===== config.mk =====
export PLATFORM = sky130hd
export DESIGN_NAME = pcs_40g_am_sched_flat
export DESIGN_NICKNAME = d
export VERILOG_FILES = /design/src/rtl/pcs_40g_am_sched_if.sv /design/src/rtl/pcs_40g_am_sched.sv /design/src/flat_wrapper.sv
export SDC_FILE = /design/constraint.sdc
export NUM_CORES = 1
export LEC_CHECK = 0
export ABC_AREA = 1
export CAP_MARGIN = 20
export CORE_MARGIN = 4
export CORE_UTILIZATION = 40
export DETAILED_ROUTE_END_ITERATION = 8
export PLACE_DENSITY = 0.75
export SYNTH_ARGS = -nofsm -noshare
export SYNTH_HDL_FRONTEND = slang
export SYNTH_SLANG_ARGS = --single-unit

===== constraint.sdc =====
create_clock -name clk -period 1.3 [get_ports clk]
set_clock_uncertainty 0.1 [all_clocks]
set_input_delay 0.13 -clock clk [delete_from_list [all_inputs] [get_ports clk]]
set_output_delay 0.13 -clock clk [all_outputs]
set_load 0.02 [all_outputs]

===== src/rtl/pcs_40g_am_sched_if.sv =====
// MAC/gearbox-facing signal bundle of the 40GBASE-R TX alignment-marker scheduler.
// The slave modport is the scheduler side; the master modport is the environment side.
interface pcs_40g_am_sched_if #(
  parameter int LANE_N = 4,
  parameter int CNT_W  = 14
);
  logic              gb_ready_i;
  logic              am_en_i;
  logic              ready_o;
  logic              am_v_o;
  logic              scr_en_o;
  logic [LANE_N-1:0] bip_clr_o;
  logic [CNT_W-1:0]  am_cnt_o;

  modport slave (
    input  gb_ready_i, am_en_i,
    output ready_o, am_v_o, scr_en_o, bip_clr_o, am_cnt_o
  );

  modport master (
    output gb_ready_i, am_en_i,
    input  ready_o, am_v_o, scr_en_o, bip_clr_o, am_cnt_o
  );
endinterface


===== src/rtl/pcs_40g_am_sched.sv =====
// 40GBASE-R TX scheduler: interleaves one AM slot every AM_GAP data cycles,
// backpressures the MAC, gates the scrambler and clears the per-lane BIP accumulators.
module pcs_40g_am_sched #(
  parameter int LANE_N = 4,
  parameter int AM_GAP = 16383,
  parameter int CNT_W  = 14
) (
  input  logic               clk,
  input  logic               nreset,
  pcs_40g_am_sched_if.slave  bus
);

  typedef enum logic [1:0] {
    S_IDLE = 2'd0,
    S_AM   = 2'd1,
    S_DATA = 2'd2
  } state_t;

  localparam logic [CNT_W-1:0] CNT_LAST = CNT_W'(AM_GAP - 1);

  state_t           r_state;
  state_t           w_state_next;
  logic [CNT_W-1:0] r_cnt;
  logic [CNT_W-1:0] w_cnt_next;
  logic             w_ready;
  logic             w_am_slot;
  logic             w_cnt_last;

  assign w_cnt_last = (r_cnt == CNT_LAST);

  always_ff @(posedge clk or negedge nreset) begin
    if (!nreset) begin
      r_state <= S_IDLE;
      r_cnt   <= '0;
    end else begin
      r_state <= w_state_next;
      r_cnt   <= w_cnt_next;
    end
  end

  // Outputs depend on gb_ready_i combinationally so a gearbox skip stalls the MAC in the same cycle.
  always_comb begin
    w_state_next = r_state;
    w_cnt_next   = r_cnt;
    w_ready      = 1'b0;
    w_am_slot    = 1'b0;
    case (r_state)
      S_IDLE: begin
        w_state_next = bus.am_en_i ? S_AM : S_DATA;
      end
      S_AM: begin
        w_am_slot = bus.gb_ready_i;
        if (bus.gb_ready_i) begin
          w_cnt_next   = '0;
          w_state_next = S_DATA;
        end
      end
      S_DATA: begin
        w_ready = bus.gb_ready_i;
        if (bus.gb_ready_i) begin
          if (w_cnt_last) begin
            w_cnt_next = '0;
            if (bus.am_en_i) begin
              w_state_next = S_AM;
            end
          end else begin
            w_cnt_next = r_cnt + CNT_W'(1);
          end
        end
      end
      default: begin
        w_state_next = S_IDLE;
        w_cnt_next   = '0;
      end
    endcase
  end

  assign bus.ready_o  = w_ready;
  assign bus.scr_en_o = w_ready;
  assign bus.am_v_o   = w_am_slot;
  assign bus.am_cnt_o = r_cnt;

  for (genvar gi = 0; gi < LANE_N; gi++) begin : g_bip_clr
    assign bus.bip_clr_o[gi] = w_am_slot;
  end

endmodule


===== src/flat_wrapper.sv =====
// flat-port wrapper written by rule: the top's interface ports become plain ports
module pcs_40g_am_sched_flat 
#(
  parameter int LANE_N = 4,
  parameter int AM_GAP = 16383,
  parameter int CNT_W  = 14
)
  (clk, nreset, bus_gb_ready_i, bus_am_en_i, bus_ready_o, bus_am_v_o, bus_scr_en_o, bus_bip_clr_o, bus_am_cnt_o);
  pcs_40g_am_sched_if #(.LANE_N(LANE_N), .CNT_W(CNT_W)) bus_i ();
  input  logic clk;
  input  logic nreset;
  input wire logic [$bits(bus_i.gb_ready_i)-1:0] bus_gb_ready_i;
  input wire logic [$bits(bus_i.am_en_i)-1:0] bus_am_en_i;
  output wire logic [$bits(bus_i.ready_o)-1:0] bus_ready_o;
  output wire logic [$bits(bus_i.am_v_o)-1:0] bus_am_v_o;
  output wire logic [$bits(bus_i.scr_en_o)-1:0] bus_scr_en_o;
  output wire logic [$bits(bus_i.bip_clr_o)-1:0] bus_bip_clr_o;
  output wire logic [$bits(bus_i.am_cnt_o)-1:0] bus_am_cnt_o;
  assign bus_i.gb_ready_i = bus_gb_ready_i;
  assign bus_i.am_en_i = bus_am_en_i;
  assign bus_ready_o = bus_i.ready_o;
  assign bus_am_v_o = bus_i.am_v_o;
  assign bus_scr_en_o = bus_i.scr_en_o;
  assign bus_bip_clr_o = bus_i.bip_clr_o;
  assign bus_am_cnt_o = bus_i.am_cnt_o;
  pcs_40g_am_sched #(.LANE_N(LANE_N), .AM_GAP(AM_GAP), .CNT_W(CNT_W)) u_core (.clk(clk), .nreset(nreset), .bus(bus_i));
endmodule

==> impl_metrics.toml, run 1 <==
[synth]
synth_cell_type_count = 21
synth_warnings = 0
async_flop_share_pct = 100
yosysTopAreaCellShare_pct = 37.5
ys_seq_area_share_pct = 37.5
syn_nets = 165
avgSynthCellArea_um2 = 6.72
synth_cells = 159
synth_area_mm2 = 0.00107
synth.top_cells.by_area = "dfrtp_1 37%, nand2_1 17%, nor2_1 11%"
synth_common_cells = "48 x nand2_1, 31 x nor2_1, 17 x inv_1"
synth-edff-count = 0
synthFlopType = "dfrtp_1"
ys_seq_elements = 16
synth_area_leader_cell = "dfrtp_1"
synth.most_common_cell = "nand2_1"

[clock_network]
cts_max_level = 1
clkTransAtPathRegs_ps = 110
clockBufferDepth = 2
numClockSinks = 16
root_buffer = "clkbuf_4"
cts_tree = "done"
numCtsBuffers = 3
clock_latency_ps = 310

[timing]
tns_ps = -4440
final-setup-viol-count = 24
layout_setup_ws_ps = -247
fmax_ghz = 0.646
worstMarginPinSlew_ps = 352
layout_min_cycle_time_ps = 1550
hold_violations = 0
finalCritPeriodShare_pct = 119
slew_viol_final = 0
slew-limit-headroom_pct = 76.4
rsz0062_at_grt = "true"

[worst_setup_path]
crit_path_cell_trace = "nand2_1 -> nor2_1 -> nand3_2 -> nand2_4 -> nand2_2 -> nor2_1 -> nor2_1"
worstSetupPathType = "register to register"
end_kind = "register"
worstSetupStartpointType = "register"
crit_family = "simple AND/OR/NAND/NOR gates"
path_common_cell = "nor2_1"
slowest_delay_ps = 410
cp_slowest_cell = "dfrtp_1"
crit_required_ps = 1400
critPathBufInv = 0
worstPathArrival_ps = 1640
cp_max_fo = 3

[floorplanning]
die_width_um = 59.7
io_pins = 25
initial_utilization_pct = 42.4
dieArea_mm2 = 0.00356
num_rows = 18
die_h_um = 59.7
coreArea_mm2 = 0.00252

[global_route]
grt-ovfl-total = 0
grt_first_pass_wirelength_mm = 5.18
grt_antenna_before_repair = 0
grt_pass1_vias = 1223
grt_usage_pct = 18.8
grt_max_degree = 17

[cells_and_area]
instances_no_fill = 254
diodes = 0
nFillCells = 186
syn2layout_area_growth_pct = 75.6
final_layout_size_suffix_gt1_share_pct = 54.9
final_nets = 231
ff_latch_area_um2 = 405
post-route-util_pct = 74.4
multi_input_area_um2 = 762

[placed_design]
portBuffers = 24
dp.cells = 238
dp_hpwl_mm = 2.18
gp_congestion = 0.827
post-place-ws_ps = -488

[power]
peakVddDrop_uv = 1140
power_density_mw_per_mm2 = 1220
p_leak_uw = 0.000967

[hold_path]
hp-class = "input port to async pin"

[outcome]
status = "finished with violations"
failed_checks = "setup timing"

[detailed_routing]
antenna_left = 0
drt_first_pass_iters = 4
wl_per_cell_um = 15.2
vias = 1296
viasPerCell = 5.10
drt_iter0_drc = 75
drc = 0
drt_wl_total_mm = 3.86

[flow_run]
drv_cap = 0
## worst register-to-register path, stage by stage, from the launching register on
cell     delay (ps)
dfrtp_1         410
nand2_1         100
nor2_1          300
nand3_2         180
nand2_4         150
nand2_2          80
nor2_1          100
nor2_1           40
## stage by stage
| step | power, uW | instance area, um^2 | hold slack, ps |
|---|---|---|---|
| after floorplan | 1160 | 1100 | -266 |
| after global placement | 1670 | 1570 | 373 |
| after detailed placement | 1690 | 1570 | 373 |
| after CTS | 2090 | 1710 | 42.1 |
| after global routing | 2410 | 1880 | 34.8 |
| final | 2290 | 1880 | 25.2 |
## logic make-up after synthesis
family / share of synthesized area, %
AO/OA/AOI/OAI: 3.28
XOR/XNOR: 2.46
adder cells (fa/ha/maj): 2.34
buffers and inverters: 11.9
flip-flops: 37.5
AND/OR/NAND/NOR: 42.5
## cell usage in the layout (no fill, tap or decap)
cell	n
buf_12	1
buf_6	13
nor3_1	2
buf_2	9
clkbuf_8	1
and2_4	1
nor2_4	6
o21ai_0	1
nand2_2	9
nor3_4	2
dfrtp_2	4
clkbuf_2	2
clkdlybuf4s15_2	1
o21ai_2	1
nand3_1	5
clkbuf_4	3
inv_2	3
nand2_4	4
xor2_2	1
nand3_2	8
dfrtp_1	12
inv_1	14
buf_4	38
nand3_4	2
inv_4	3
o21ai_1	4
xor2_1	2
clkinv_2	1
nand2_1	36
a21oi_4	1
nand4_1	1
nand2_8	1
ha_4	1
nor2_2	6
ha_2	1
clkdlybuf4s50_1	3
nor2_1	21
## cell type report
type | instances | share of cell area, %
Clock buffer | 4 | 1.93
Inverter | 21 | 4.67
Sequential cell | 16 | 21.6
Timing Repair Buffer | 67 | 29.2
Multi-Input combinational cell | 116 | 40.6
Tap cell | 30 | 2.00
## worst paths after layout
kind | start | endpoint | slack [ps] | depth (start not counted)
min reg2reg | u_core.bus.am_cnt_o[1] | u_core.bus.am_cnt_o[1] | 510 | 2
min in group clk | bus_am_en_i | u_core.r_state[1] | 450 | 4
max | u_core.bus.am_cnt_o[7] | u_core.r_state[1] | -250 | 7
max reg2reg | u_core.bus.am_cnt_o[7] | u_core.r_state[1] | -250 | 7
max in group asynchronous | nreset | u_core.r_state[1] | 840 | 2
min | nreset | u_core.bus.am_cnt_o[13] | 30 | 2
## power by group
group | leakage, uW | total (uW) | switching (uW) | internal (uW)
clock | 0.0000210 | 353 | 182 | 171
sequential | 0.000171 | 712 | 111 | 601
combinational | 0.000775 | 1220 | 675 | 549
total | 0.000967 | 2290 | 968 | 1320
## layer usage
| metal | wire length, um | share of wire [%] | track usage [%] |
|---|---|---|---|
| met5 | 0 | 0 | 0 |
| met4 | 189 | 4.9 | 6.33 |
| met2 | 2020 | 52 | 33.6 |
| met3 | 157 | 4.1 | 4.32 |
| met1 | 1490 | 39 | 21.9 |
## what timing repair did
item	4_1_cts	5_1_grt
buffers inserted	7	5
pin swaps	11	13
gates cloned	0	0
hold buffers	0	0
gates resized for setup	108	51
setup endpoints to repair	37	31
## state kept, by name, summed over array words and instances (netlist names)
register and flops:
u_core.bus.am_cnt_o 14, u_core.r_state 2
Note: power is estimated with default switching activity, not from simulation.
==> run 2, diff against run 1 <==
--- a/config.mk
+++ b/config.mk
@@ -11,6 +11,7 @@
 export CORE_UTILIZATION = 40
 export DETAILED_ROUTE_END_ITERATION = 8
 export PLACE_DENSITY = 0.75
+export SLEW_MARGIN = 20
 export SYNTH_ARGS = -nofsm -noshare
 export SYNTH_HDL_FRONTEND = slang
 export SYNTH_SLANG_ARGS = --single-unit
==> results of run 2 <==
Same layout as run 1: the final DEF is identical, and so are final timing and power.
